==> src/rtl/can_rx_frame.sv <==
// -----------------------------------------------------------------------------
// can_rx_frame
//
// Receive-side frame engine of the CAN controller. It consumes one sampled bus
// bit per sample-point pulse, removes stuff bits, tracks the frame fields,
// checks CRC-15 and the fixed-form bits, drives the ACK slot, and presents a
// completed frame in the same field layout the transmitter accepts.
//
// Ports:
//   clk           system clock
//   rst           synchronous, active-high reset
//   bit_valid     one-cycle pulse at each bit sample point
//   bit_in        sampled bus level (1 = recessive, 0 = dominant)
//   ack_drive     request to drive dominant during the ACK slot
//   busy          high from SOF until frame end or error
//   rx_valid      one-cycle pulse: frame complete and error-free
//   rx_id         identifier; base frames in [28:18], [17:0] = 0
//   rx_format     1 = extended frame
//   rx_rtr        1 = remote frame
//   rx_datalen    received DLC (unmodified, 0..15)
//   rx_data       payload, first received bit in [63], unused low bits 0
//   rx_stuff_err  one-cycle stuff-error pulse
//   rx_crc_err    one-cycle CRC-error pulse
//   rx_form_err   one-cycle form-error pulse
// -----------------------------------------------------------------------------
module can_rx_frame #(
  parameter int INTEG_BITS = 11,
  parameter int EOF_BITS   = 7
) (
  input  logic        clk,
  input  logic        rst,
  input  logic        bit_valid,
  input  logic        bit_in,
  output logic        ack_drive,
  output logic        busy,
  output logic        rx_valid,
  output logic [28:0] rx_id,
  output logic        rx_format,
  output logic        rx_rtr,
  output logic [3:0]  rx_datalen,
  output logic [63:0] rx_data,
  output logic        rx_stuff_err,
  output logic        rx_crc_err,
  output logic        rx_form_err
);

  localparam int          ICW      = $clog2(INTEG_BITS + 1);
  localparam logic [14:0] CRC_POLY = 15'h4599;

  typedef enum logic [4:0] {
    S_INTEG,
    S_ERRWAIT,
    S_IDLE,
    S_IDA,
    S_SRR,
    S_IDE,
    S_IDB,
    S_RTR,
    S_R1,
    S_R0,
    S_DLC,
    S_DATA,
    S_CRC,
    S_CRCDEL,
    S_ACK,
    S_ACKDEL,
    S_EOF
  } state_e;

  // Payload bytes implied by a DLC: capped at 8, none for remote frames.
  function automatic logic [3:0] nbytes_f(input logic [3:0] dlc, input logic rtr);
    logic [3:0] n;
    n = (dlc > 4'd8) ? 4'd8 : dlc;
    return rtr ? 4'd0 : n;
  endfunction

  // Frame control
  state_e           state_q, state_d;
  logic [ICW-1:0]   integ_cnt_q, integ_cnt_d;
  logic [6:0]       bit_cnt_q, bit_cnt_d;
  logic [2:0]       run_cnt_q, run_cnt_d;
  logic             last_bit_q, last_bit_d;
  logic [14:0]      crc_q, crc_d;
  logic [14:0]      crc_rx_q, crc_rx_d;
  logic             busy_q, busy_d;
  logic             ack_q, ack_d;

  // Staging registers for the frame being received
  logic [10:0]      ida_q, ida_d;
  logic [17:0]      idb_q, idb_d;
  logic             srr_q, srr_d;
  logic             ide_q, ide_d;
  logic             rtr_q, rtr_d;
  logic [3:0]       dlc_q, dlc_d;
  logic [63:0]      data_q, data_d;

  // Delivered frame and status pulses
  logic             rx_valid_q, rx_valid_d;
  logic             stuff_err_q, stuff_err_d;
  logic             crc_err_q, crc_err_d;
  logic             form_err_q, form_err_d;
  logic [28:0]      out_id_q, out_id_d;
  logic             out_format_q, out_format_d;
  logic             out_rtr_q, out_rtr_d;
  logic [3:0]       out_dlc_q, out_dlc_d;
  logic [63:0]      out_data_q, out_data_d;

  // ---------------------------------------------------------------------------
  // State register
  // ---------------------------------------------------------------------------
  // NOTE: sequential state uses non-blocking assignments so every register
  // samples the values from before the edge, independent of statement order.
  always_ff @(posedge clk) begin
    if (rst) begin
      state_q      <= S_INTEG;
      integ_cnt_q  <= '0;
      bit_cnt_q    <= '0;
      run_cnt_q    <= '0;
      last_bit_q   <= 1'b0;
      crc_q        <= '0;
      crc_rx_q     <= '0;
      busy_q       <= 1'b0;
      ack_q        <= 1'b0;
      ida_q        <= '0;
      idb_q        <= '0;
      srr_q        <= 1'b0;
      ide_q        <= 1'b0;
      rtr_q        <= 1'b0;
      dlc_q        <= '0;
      data_q       <= '0;
      rx_valid_q   <= 1'b0;
      stuff_err_q  <= 1'b0;
      crc_err_q    <= 1'b0;
      form_err_q   <= 1'b0;
      out_id_q     <= '0;
      out_format_q <= 1'b0;
      out_rtr_q    <= 1'b0;
      out_dlc_q    <= '0;
      out_data_q   <= '0;
    end else begin
      state_q      <= state_d;
      integ_cnt_q  <= integ_cnt_d;
      bit_cnt_q    <= bit_cnt_d;
      run_cnt_q    <= run_cnt_d;
      last_bit_q   <= last_bit_d;
      crc_q        <= crc_d;
      crc_rx_q     <= crc_rx_d;
      busy_q       <= busy_d;
      ack_q        <= ack_d;
      ida_q        <= ida_d;
      idb_q        <= idb_d;
      srr_q        <= srr_d;
      ide_q        <= ide_d;
      rtr_q        <= rtr_d;
      dlc_q        <= dlc_d;
      data_q       <= data_d;
      rx_valid_q   <= rx_valid_d;
      stuff_err_q  <= stuff_err_d;
      crc_err_q    <= crc_err_d;
      form_err_q   <= form_err_d;
      out_id_q     <= out_id_d;
      out_format_q <= out_format_d;
      out_rtr_q    <= out_rtr_d;
      out_dlc_q    <= out_dlc_d;
      out_data_q   <= out_data_d;
    end
  end

  // ---------------------------------------------------------------------------
  // Next-state logic
  // ---------------------------------------------------------------------------
  logic        in_stuff_region;
  logic        in_crc_region;
  logic        stuff_pending;
  logic        crc_nx;
  logic [14:0] crc_upd;
  logic        crc_match;
  logic [6:0]  data_last_idx;
  logic [3:0]  dlc_new;
  logic        go_err;

  always_comb begin
    // NOTE: every variable assigned here gets a default first, so no path
    // through the case statement can leave one unassigned and infer a latch.
    state_d       = state_q;
    integ_cnt_d   = integ_cnt_q;
    bit_cnt_d     = bit_cnt_q;
    run_cnt_d     = run_cnt_q;
    last_bit_d    = last_bit_q;
    crc_d         = crc_q;
    crc_rx_d      = crc_rx_q;
    busy_d        = busy_q;
    ack_d         = ack_q;
    ida_d         = ida_q;
    idb_d         = idb_q;
    srr_d         = srr_q;
    ide_d         = ide_q;
    rtr_d         = rtr_q;
    dlc_d         = dlc_q;
    data_d        = data_q;
    rx_valid_d    = 1'b0;
    stuff_err_d   = 1'b0;
    crc_err_d     = 1'b0;
    form_err_d    = 1'b0;
    out_id_d      = out_id_q;
    out_format_d  = out_format_q;
    out_rtr_d     = out_rtr_q;
    out_dlc_d     = out_dlc_q;
    out_data_d    = out_data_q;
    go_err        = 1'b0;

    in_stuff_region = (state_q == S_IDA)  || (state_q == S_SRR) ||
                      (state_q == S_IDE)  || (state_q == S_IDB) ||
                      (state_q == S_RTR)  || (state_q == S_R1)  ||
                      (state_q == S_R0)   || (state_q == S_DLC) ||
                      (state_q == S_DATA) || (state_q == S_CRC);
    in_crc_region   = in_stuff_region && (state_q != S_CRC);
    // A stuff bit that follows the last CRC bit is still owed in S_CRCDEL.
    stuff_pending   = (run_cnt_q == 3'd5) &&
                      (in_stuff_region || (state_q == S_CRCDEL));

    crc_nx        = crc_q[14] ^ bit_in;
    crc_upd       = {crc_q[13:0], 1'b0} ^ (crc_nx ? CRC_POLY : 15'h0000);
    crc_match     = (crc_rx_q == crc_q);
    data_last_idx = {nbytes_f(dlc_q, rtr_q), 3'b000} - 7'd1;
    dlc_new       = {dlc_q[2:0], bit_in};

    if (bit_valid) begin
      case (state_q)
        S_INTEG, S_ERRWAIT: begin
          if (bit_in) begin
            if (integ_cnt_q == ICW'(INTEG_BITS - 1)) begin
              integ_cnt_d = '0;
              state_d     = S_IDLE;
            end else begin
              integ_cnt_d = integ_cnt_q + 1'b1;
            end
          end else begin
            integ_cnt_d = '0;
          end
        end

        S_IDLE: begin
          if (!bit_in) begin
            // SOF: the CRC of a single dominant bit from zero is zero, so
            // clearing the CRC also accounts for the SOF bit.
            crc_d      = '0;
            crc_rx_d   = '0;
            ida_d      = '0;
            idb_d      = '0;
            srr_d      = 1'b0;
            ide_d      = 1'b0;
            rtr_d      = 1'b0;
            dlc_d      = '0;
            data_d     = '0;
            run_cnt_d  = 3'd1;
            last_bit_d = 1'b0;
            bit_cnt_d  = '0;
            busy_d     = 1'b1;
            state_d    = S_IDA;
          end
        end

        default: begin
          if (stuff_pending) begin
            if (bit_in == last_bit_q) begin
              stuff_err_d = 1'b1;
              go_err      = 1'b1;
            end else begin
              run_cnt_d  = 3'd1;
              last_bit_d = bit_in;
            end
          end else begin
            if (in_stuff_region) begin
              if (bit_in == last_bit_q) begin
                run_cnt_d = run_cnt_q + 3'd1;
              end else begin
                run_cnt_d  = 3'd1;
                last_bit_d = bit_in;
              end
            end
            if (in_crc_region) begin
              crc_d = crc_upd;
            end

            case (state_q)
              S_IDA: begin
                ida_d = {ida_q[9:0], bit_in};
                if (bit_cnt_q == 7'd10) begin
                  bit_cnt_d = '0;
                  state_d   = S_SRR;
                end else begin
                  bit_cnt_d = bit_cnt_q + 7'd1;
                end
              end
              S_SRR: begin
                // Base frames carry RTR here; extended frames carry SRR.
                srr_d   = bit_in;
                state_d = S_IDE;
              end
              S_IDE: begin
                ide_d = bit_in;
                if (bit_in) begin
                  bit_cnt_d = '0;
                  state_d   = S_IDB;
                end else begin
                  rtr_d   = srr_q;
                  state_d = S_R0;
                end
              end
              S_IDB: begin
                idb_d = {idb_q[16:0], bit_in};
                if (bit_cnt_q == 7'd17) begin
                  bit_cnt_d = '0;
                  state_d   = S_RTR;
                end else begin
                  bit_cnt_d = bit_cnt_q + 7'd1;
                end
              end
              S_RTR: begin
                rtr_d   = bit_in;
                state_d = S_R1;
              end
              S_R1: begin
                state_d = S_R0;
              end
              S_R0: begin
                bit_cnt_d = '0;
                state_d   = S_DLC;
              end
              S_DLC: begin
                dlc_d = dlc_new;
                if (bit_cnt_q == 7'd3) begin
                  bit_cnt_d = '0;
                  state_d   = (nbytes_f(dlc_new, rtr_q) == 4'd0) ? S_CRC : S_DATA;
                end else begin
                  bit_cnt_d = bit_cnt_q + 7'd1;
                end
              end
              S_DATA: begin
                data_d[6'd63 - bit_cnt_q[5:0]] = bit_in;
                if (bit_cnt_q == data_last_idx) begin
                  bit_cnt_d = '0;
                  state_d   = S_CRC;
                end else begin
                  bit_cnt_d = bit_cnt_q + 7'd1;
                end
              end
              S_CRC: begin
                crc_rx_d = {crc_rx_q[13:0], bit_in};
                if (bit_cnt_q == 7'd14) begin
                  bit_cnt_d = '0;
                  state_d   = S_CRCDEL;
                end else begin
                  bit_cnt_d = bit_cnt_q + 7'd1;
                end
              end
              S_CRCDEL: begin
                if (!bit_in) begin
                  form_err_d = 1'b1;
                  go_err     = 1'b1;
                end else begin
                  ack_d   = crc_match;
                  state_d = S_ACK;
                end
              end
              S_ACK: begin
                ack_d   = 1'b0;
                state_d = S_ACKDEL;
              end
              S_ACKDEL: begin
                if (!bit_in) begin
                  form_err_d = 1'b1;
                  go_err     = 1'b1;
                end else if (!crc_match) begin
                  crc_err_d = 1'b1;
                  go_err    = 1'b1;
                end else begin
                  bit_cnt_d = '0;
                  state_d   = S_EOF;
                end
              end
              S_EOF: begin
                if (!bit_in) begin
                  form_err_d = 1'b1;
                  go_err     = 1'b1;
                end else if (bit_cnt_q == 7'(EOF_BITS - 1)) begin
                  out_id_d     = {ida_q, idb_q};
                  out_format_d = ide_q;
                  out_rtr_d    = rtr_q;
                  out_dlc_d    = dlc_q;
                  out_data_d   = data_q;
                  rx_valid_d   = 1'b1;
                  busy_d       = 1'b0;
                  bit_cnt_d    = '0;
                  state_d      = S_IDLE;
                end else begin
                  bit_cnt_d = bit_cnt_q + 7'd1;
                end
              end
              default: begin
                state_d = S_INTEG;
              end
            endcase
          end
        end
      endcase
    end

    // Any error abandons the frame and waits for bus integration again.
    if (go_err) begin
      state_d     = S_ERRWAIT;
      busy_d      = 1'b0;
      ack_d       = 1'b0;
      integ_cnt_d = '0;
    end
  end

  // ---------------------------------------------------------------------------
  // Output logic
  // ---------------------------------------------------------------------------
  always_comb begin
    ack_drive    = ack_q;
    busy         = busy_q;
    rx_valid     = rx_valid_q;
    rx_id        = out_id_q;
    rx_format    = out_format_q;
    rx_rtr       = out_rtr_q;
    rx_datalen   = out_dlc_q;
    rx_data      = out_data_q;
    rx_stuff_err = stuff_err_q;
    rx_crc_err   = crc_err_q;
    rx_form_err  = form_err_q;
  end

endmodule

==> config.mk <==
export PLATFORM = sky130hd
export DESIGN_NAME = can_rx_frame
export DESIGN_NICKNAME = d
export VERILOG_FILES = /design/src/rtl/can_rx_frame.sv
export SDC_FILE = /design/constraint.sdc
export NUM_CORES = 1
export LEC_CHECK = 0
export ABC_AREA = 1
export CORE_MARGIN = 2
export CORE_UTILIZATION = 43
export DETAILED_ROUTE_END_ITERATION = 10
export PLACE_DENSITY_LB_ADDON = 0.15
export SLEW_MARGIN = 25
export SYNTH_ARGS = -nofsm -noshare
export SYNTH_HDL_FRONTEND = slang
export SYNTH_SLANG_ARGS = --single-unit
==> constraint.sdc <==
create_clock -name clk -period 3 [get_ports clk]
set_input_delay 0.6 -clock clk [delete_from_list [all_inputs] [get_ports clk]]
set_output_delay 0.6 -clock clk [all_outputs]
set_load 0.01 [all_outputs]
## Yosys cells after proc, flatten, opt, wreduce, memory -nomap -nowiden

Index checks and enable logic that the tools add are counted.

- Bitwise operators: 10
- Mux-type cells: 105
- $add $sub $neg: 5
- Magnitude comparators: 4
- Eq/ne operators: 63
- Reductions and logical operators: 58

Operators by type and width:

| cell | number |
|---|---|
| 64-bit 2-to-1 mux | 3 |
| 64-bit one-hot mux with 2 select lines | 1 |
| 15-bit 2-to-1 mux | 6 |
| 7-bit 2-to-1 mux | 12 |
| 5-bit 2-to-1 mux | 14 |
| 5-bit one-hot mux with 14 select lines | 1 |
| 64-bit bitwise mux | 1 |
| 7-bit one-hot mux with 9 select lines | 1 |
| 15-bit one-hot mux with 2 select lines | 2 |
| 18-bit 2-to-1 mux | 3 |
| 5-bit AND reduction | 10 |
| 5-bit by 4-bit equality test with 1-bit output, second input constant | 8 |
| 4-bit 2-to-1 mux | 10 |
| 18-bit one-hot mux with 2 select lines | 1 |
| 11-bit 2-to-1 mux | 3 |
| 15-bit AND reduction | 2 |
| 1-bit 2-to-1 mux | 27 |
| 2-bit nonzero test | 13 |
| 5-bit by 2-bit inequality test with 1-bit output, second input constant | 5 |
| 4-bit by 1-bit inequality test with 1-bit output, second input constant | 6 |
| 11-bit one-hot mux with 2 select lines | 1 |
| 5-bit by 3-bit equality test with 1-bit output, second input constant | 4 |
| 3-bit 2-to-1 mux | 6 |
| 3-bit inequality test, second input constant | 6 |
| other kinds (55) | 99 |

- Word-level logic and storage cells: 271
- Output and inout bits: 105
- Input bits: 4
- Register bits: 255

## Longest topological paths before layout

Gate-level depths: netlist of the first run.

- Word-level depth: 17
- Mapped depth: 21
- Gate-level depth less buffers: 20

## Worst setup path after synthesis of the first run

No wires, ideal clock.

- Path type: register -> register
- From: register dlc_q[2]
- To: register state_q[2]
- Data arrival time: 1995 ps
- Required time: 2887 ps
- Setup slack: 893 ps
- Period minus slack after synthesis: 2107 ps
- Buffers on the path: 1
- Stages on the path, launching flop included: 20
- Path through: dfxtp_1 inv_1 nand3_1 nand2_1 nand2_1 ha_1 nand2_1 nand2_1 nor2_1 nand3_1 nor2_1 nand2_1 nand2_1 nand2_1 nor2_1 and2_1 buf_2 nand2_1 nand2_1 nor2_1

- Cells in the longest elaborated chain, start to end: 9

RTL lines:

| element | RTL line | text |
|---|---|---|
| from (decl) | 94 | `logic [3:0] dlc_q, dlc_d;` |
| from (signal assigned) | 155 | `dlc_q <= dlc_d;` |
| parallel branches: the longest is 9 deep, another holds 7-bit by 1-bit subtractor with 7-bit output | - |  |
| to (signal assigned) | 141 | `state_q <= state_d;` |
| to (decl) | 78 | `state_e state_q, state_d;` |

Parallel ways; which one is timed is not known. The select of a mux whose other input is x is not followed.
A chain may end at the register's enable or synchronous reset.

## Final worst setup path of the first run

- From: register dlc_q[0]
- To: register state_q[3]

- Cells in the longest elaborated chain, start to end: 7

RTL lines:

| element | RTL line | text |
|---|---|---|
| 4-bit greater-than comparator | 73 | `n = (dlc > 4'd8) ? 4'd8 : dlc;` |
| 4-bit 2-to-1 mux (*) | 73 |  |
| 4-bit 2-to-1 mux (*) | 74 | `return rtr ? 4'd0 : n;` |
| 7-bit by 1-bit subtractor with 7-bit output (*) | 225 | `data_last_idx = {nbytes_f(dlc_q, rtr_q), 3'b000} - 7'd1;` |
| 7-bit equality test (*) | 342 | `if (bit_cnt_q == data_last_idx) begin` |
| 4-bit by 1-bit inequality test with 1-bit output (no line) (*) | - |  |
| 15-bit AND reduction (no line) (*) | - |  |

Every way passes the cells marked *; elsewhere a longest branch is shown, timed or not.

==> flow_metrics.env, run 1 <==
export IMPL_sw_frac_of_total_pct=20.4
export IMPL_nets=1716
export IMPL_grt_pass1_vias=9779
export IMPL_hold_path_class="reg -> reg"
export IMPL_yosys_warnings=0
export IMPL_rrSetupSlack_ns=0.42
export IMPL_setup_tns_ns=0
export IMPL_comb_power_share_pct=1.6
export IMPL_netlist_instances=1641
export IMPL_power_density_nw_per_um2=533
export IMPL_routedWlPerCell_um=14.2
export IMPL_synth_edff_count=0
export IMPL_overflow=0
export IMPL_tightestPinTransition_ns=0.743
export IMPL_drt_iter0_drc=661
export IMPL_dr_pass1_iters=5
export IMPL_instances_no_fill=2060
export IMPL_p_int_w=0.00578
export IMPL_peakVddDrop_mv=0.324
export IMPL_end_kind="flip-flop"
export IMPL_layout_worst_path_cycle_share_pct=85.9
export IMPL_port_buffers=108
export IMPL_start_kind="flip-flop"
export IMPL_dpl_hpwl_mm=18.7
export IMPL_die_y_um=167
export IMPL_synth_area_top_cells="dfxtp_1 45%, nor2_1 11%, nand2_1 9.4%"
export IMPL_dieArea_um2=27800
export IMPL_final_antenna_net_count=0
export IMPL_crit_arrival_ns=3.01
export IMPL_core_area_um2=26000
export IMPL_hold_path_end="data_q[43]"
export IMPL_clock_latency_ns=0.55
export IMPL_synthDistinctLibCells=39
export IMPL_setup_viol=0
export IMPL_hold_buffers=0
export IMPL_rsz0062_at_grt="false"
export IMPL_totalWireLength_mm=29.2
export IMPL_cp_max_fo=8
export IMPL_ys_top_cells_by_count="330 x nor2_1, 286 x nand2_1, 255 x dfxtp_1"
export IMPL_fin_skew_ns=0.0191
export IMPL_area_growth_pct=20.0
export IMPL_yosysMostFrequentCell="nor2_1"
export IMPL_diodes=0
export IMPL_clock_sinks=255
export IMPL_ys_flop_type="dfxtp_1"
export IMPL_dp_cells=2008
export IMPL_drive_gt1_share_pct=6.72
export IMPL_syn_avg_cell_area_um2=6.93
export IMPL_via_count=10500
export IMPL_timing_fmax_mhz=388
export IMPL_fp_dieW_um=167
export IMPL_rows=59
export IMPL_cts_resized=0
export IMPL_postSynthNetCount=1653
export IMPL_finalHoldViolCount=0
export IMPL_reg2reg_from="dlc_q[0]"
export IMPL_p_clk_share_pct=51.8
export IMPL_yosysSeqAreaShare_pct=44.9
export IMPL_seqPwrFrac_pct=46.7
export IMPL_timing_rr_end="state_q[3]"
export IMPL_yosysTopAreaCell="dfxtp_1"
export IMPL_cp_required_ns=3.43
export IMPL_slew_violations=0
export IMPL_path_class="reg -> reg"
export IMPL_htree_levels=1
export IMPL_syn_area_um2=11400
export IMPL_p_total_w=0.00727
export IMPL_ys_ff_latch=255
export IMPL_grt_pass1_wl_mm=49.1
export IMPL_synth_top_area_share_pct=44.9
export IMPL_synthArstFlopShare_pct=0
export IMPL_p_leak_nw=5.44
export IMPL_timing_slew_headroom_pct=50.4
export IMPL_hp_start="data_q[43]"
export IMPL_cts_buffer_depth=3
export IMPL_gp_congestion=0.907
export IMPL_clk_pin_slew_ns=0.06
export IMPL_cap_violations=0
export IMPL_root_buffer="clkbuf_16"
export IMPL_fin_crit_ns=2.58
export IMPL_numCtsBuffers=29
export IMPL_cts_tree="yes"
export IMPL_ios=109
export IMPL_track_usage_pct=20.7
export IMPL_start_util_pct=43.8
export IMPL_vias_per_cell=5.11
export IMPL_grt_max_degree=97
export IMPL_antenna_found_initial=0
export IMPL_drc_errors=0
export IMPL_ff2ff_path_depth=20
export IMPL_p_switching_w=0.00148
export IMPL_status="finished clean"
export IMPL_worstHoldPathCells=2
export IMPL_post_cts_buffers=0
[power groups by stage]
stage | logic [W] | clock network (W) | registers (W)
finish | 0.000114 | 0.00376 | 0.00339
global route | 0.000128 | 0.00399 | 0.00339
CTS | 0.000116 | 0.00384 | 0.00339
detailed placement | 0.000116 | 0 | 0.00346
global placement | 0.000116 | 0 | 0.00346
floorplan | 0.0000793 | 0 | 0.00346
[routing by layer]
metal	vias up	global-route usage, %	wire [um]
li1	5435	-	-
met1	4839	30.0	14600
met2	210	32.2	12700
met3	34	3.11	1430
met4	0	5.17	419
met5	-	0	0
[worst max-delay path, cell delays in order (launching register included)]
cell,delay (ns)
dfxtp_1,0.30
inv_1,0.13
nand3_1,0.16
nand2_1,0.11
nand2_1,0.10
ha_1,0.24
inv_1,0.08
nand2_1,0.06
nand2_1,0.08
nand2_1,0.05
nand2_1,0.06
nand3_1,0.07
nor2_1,0.08
nand2_1,0.06
nand2_1,0.10
nand2_1,0.08
nor2_1,0.20
and2_1,0.32
nand2_1,0.09
nand2_1,0.07
nor2_1,0.04
[final cells by class]
cell class	count	area [um^2]
Fill cell	2594	12300
Multi-Input combinational cell	1170	5360
Sequential cell	255	5100
Timing Repair Buffer	130	1280
Clock buffer	41	841
Inverter	118	443
Tap cell	335	419
Clock inverter	11	188
[cells in the final DEF, fill, tap and decap left out, types with 3 or more instances in the layout]
| cell | Yosys | routed |
|---|---|---|
| nor2_1 | 330 | 329 |
| nand2_1 | 286 | 286 |
| dfxtp_1 | 255 | 255 |
| o21ai_0 | 206 | 206 |
| a21oi_1 | 149 | 149 |
| nand3_1 | 107 | 107 |
| clkdlybuf4s50_1 | 0 | 107 |
| inv_1 | 105 | 104 |
| clkbuf_16 | 0 | 29 |
| buf_4 | 6 | 20 |
| nor3_1 | 19 | 19 |
| inv_2 | 11 | 12 |
| nand3_2 | 11 | 11 |
| nor2_2 | 10 | 9 |
| ha_1 | 8 | 8 |
| nand4_1 | 7 | 7 |
| clkbuf_8 | 0 | 7 |
| nand2_2 | 6 | 6 |
| xnor2_1 | 5 | 5 |
| bufinv_16 | 0 | 5 |
| clkbuf_1 | 47 | 5 |
| nor2_4 | 2 | 4 |
| xor2_1 | 4 | 4 |
| clkinv_2 | 0 | 4 |
| buf_12 | 0 | 3 |
[registers in the layout (all words and copies together), names as in the netlist, 4 cells and up]
register,cells
crc_rx_q,15
idb_q,18
dlc_q,4
crc_q,15
integ_cnt_q,4
rx_datalen,4
ida_q,11
state_q,5
data_q,64
rx_data,64
rx_id,29
bit_cnt_q,7
[worst max path at each step]
stage                     startpoint      endpoint  depth (start not counted)
after detailed placement      bit_in  bit_cnt_q[6]                          8
after global placement        bit_in  bit_cnt_q[6]                          8
after CTS                   dlc_q[1]    state_q[3]                         20
after global routing        dlc_q[1]    state_q[3]                         20
final                       dlc_q[0]    state_q[3]                         20
after floorplan             dlc_q[2]    state_q[2]                         19
[logic make-up (layout without fill, tap and decap cells)]
logic type      count (synthesis)  in the layout  share of synthesized area [%]
compound gates                366            366                           16.3
xor+xnor                        9              9                          0.693
fa+ha+maj                       8              8                          0.880
buf+inv                       216            300                           8.04
flops                         255            255                           44.9
simple gates                  787            787                           29.2
[per-stage QoR]
stage	instance area, um^2	setup WS, ns	utilization [%]	hold slack (ns)
after detailed placement	12600	0.264	48.5	0.452
after floorplan	11400	0.893	-	0.440
after global routing	13600	0.101	52.5	0.476
final	13600	0.424	52.5	0.460
after CTS	13600	0.434	52.5	0.463
after global placement	12600	0.326	48.5	0.448
Power figures use the tool's default switching activity.
==> run 2: changes to the inputs <==
--- a/config.mk
+++ b/config.mk
@@ -6,7 +6,6 @@
 export NUM_CORES = 1
 export LEC_CHECK = 0
 export ABC_AREA = 1
-export CORE_MARGIN = 2
 export CORE_UTILIZATION = 43
 export DETAILED_ROUTE_END_ITERATION = 10
 export PLACE_DENSITY_LB_ADDON = 0.15
==> constraint.sdc (replaced) <==
create_clock -name clk -period 3 [get_ports clk]
set_input_delay 0.3 -clock clk [delete_from_list [all_inputs] [get_ports clk]]
set_output_delay 0.3 -clock clk [all_outputs]
set_load 0.01 [all_outputs]
==> run 2 against run 1 <==
Net effect:
- routed wire length rose by 1.9%
- sequential cell count did not move
- sequential power barely moved
- core utilization fell by 0.56 points
- fmax fell by 0.96%
- global-route usage rose by 1.1 points
==> flow_metrics.env, run 2 (same netlist as run 1, synthesis figures left out) <==
export IMPL_place_ws_ns=0.297
export IMPL_root_buffer="clkbuf_16"
export IMPL_antenna_found_initial=0
export IMPL_p_leak_nw=5.36
export IMPL_cap_violations=0
export IMPL_cts_tree="yes"
export IMPL_clk_pin_slew_ns=0.06
export IMPL_startpoint="state_q[1]"
export IMPL_numCtsBuffers=27
export IMPL_hold_path_class="reg -> reg"
export IMPL_grt_pass1_vias=9377
export IMPL_drc_errors=0
export IMPL_totalWireLength_mm=29.7
export IMPL_post_cts_buffers=0
export IMPL_rsz0062_at_grt="false"
export IMPL_setup_viol=0
export IMPL_cts_resized=0
export IMPL_timing_fmax_mhz=384
export IMPL_path_class="reg -> reg"
export IMPL_power_density_nw_per_um2=509
export IMPL_fin_ws_ns=0.399
export IMPL_clock_sinks=255
export IMPL_cp_required_ns=3.38
export IMPL_hold_buffers=1
export IMPL_status="finished clean"
export IMPL_cp_max_fo=72
export IMPL_via_count=10600
export IMPL_gp_congestion=0.878
export IMPL_peakVddDrop_mv=0.342
export IMPL_track_usage_pct=21.8
export IMPL_ios=109
export IMPL_crit_arrival_ns=2.99
export IMPL_holdWs_ns=0.457
export IMPL_slew_violations=0
export IMPL_fp_dieW_um=165
export IMPL_dpl_hpwl_mm=19.0
export IMPL_rows=59
export IMPL_final_antenna_net_count=0
export IMPL_reg2reg_from="state_q[1]"
export IMPL_grt_max_degree=122
export IMPL_vias_per_cell=5.17
export IMPL_end_kind="flip-flop"
export IMPL_tightestPinTransition_ns=0.709
export IMPL_drt_iter0_drc=727
export IMPL_finalHoldViolCount=0
export IMPL_start_util_pct=43.8
export IMPL_port_buffers=108
export IMPL_core_area_um2=26000
export IMPL_layout_commonest_cell="nor2_1"
export IMPL_grt_pass1_wl_mm=48.2
export IMPL_die_y_um=165
export IMPL_hp_start="data_q[38]"
export IMPL_setup_tns_ns=0
export IMPL_drive_gt1_share_pct=6.12
export IMPL_layout_common_cells="329 x nor2_1, 286 x nand2_1, 255 x dfxtp_1"
export IMPL_layout_worst_path_cycle_share_pct=86.7
export IMPL_cts_buffer_depth=3
export IMPL_htree_levels=1
export IMPL_clock_latency_ns=0.53
export IMPL_routedWlPerCell_um=14.5
export IMPL_nets=1711
export IMPL_dr_pass1_iters=7
export IMPL_diodes=0
export IMPL_fin_crit_ns=2.60
export IMPL_timing_slew_headroom_pct=52.7
export IMPL_overflow=0
export IMPL_area_growth_pct=18.7
export IMPL_fin_skew_ns=0.0126
export IMPL_dieArea_um2=27100
export IMPL_start_kind="flip-flop"
==> run 2: worst max-delay path, cell delays in order (launching register included) <==
cell,delay (ns)
dfxtp_1,0.49
nor2_2,0.11
nand2_1,0.12
nor2_2,0.06
inv_2,0.10
nand2_1,0.09
inv_2,0.09
nand3_1,0.12
nand2_2,0.24
nand2_4,0.13
nor2_8,0.28
buf_12,0.29
o21ai_0,0.15
nand2_1,0.09
a21oi_1,0.06
==> run 2: worst paths after layout <==
kind         cells after the start  slack (ns)          to
max reg2reg                     14        0.40  data_q[15]
max                             14        0.40  data_q[15]
min                              2        0.46  data_q[38]
min reg2reg                      2        0.46  data_q[38]
==> run 2: layout make-up <==
cell class / instances / area, um^2
clock buffer: 38 / 757
inverter: 118 / 443
multi-input combinational: 1170 / 5360
timing repair buffer: 127 / 1290
clock inverter: 9 / 120
tap: 335 / 419
sequential: 255 / 5100
fill: 2628 / 12500
==> run 2: where the power goes <==
part	switching, W	total, W	internal [W]	leakage, nW
combinational	0.0000923	0.000116	0.0000240	2.87
sequential	0.00000179	0.00339	0.00339	2.05
clock	0.00136	0.00336	0.00200	0.436
==> run 2: routing by layer <==
layer / global-route usage, % / wire length [um] / share of wire (%) / up-vias
met2: 32.3 / 12700 / 43 / 277
li1: - / - / - / 5427
met3: 3.49 / 1870 / 6.3 / 42
met5: 0 / 0 / 0 / -
met1: 32.6 / 14600 / 49 / 4857
met4: 5.25 / 590 / 2.0 / 0
==> run 2: stage by stage <==
stage / power (W) / utilization, % / std cells / cell area, um^2
final: 0.00687 / 51.9 / 2052 / 13500
after global routing: 0.00709 / 51.9 / 2052 / 13500
after CTS: 0.00694 / 51.9 / 2052 / 13500
after detailed placement: 0.00358 / 48.5 / 2004 / 12600
after global placement: 0.00358 / 48.5 / 2004 / 12600
after floorplan: 0.00354 / - / 1641 / 11400
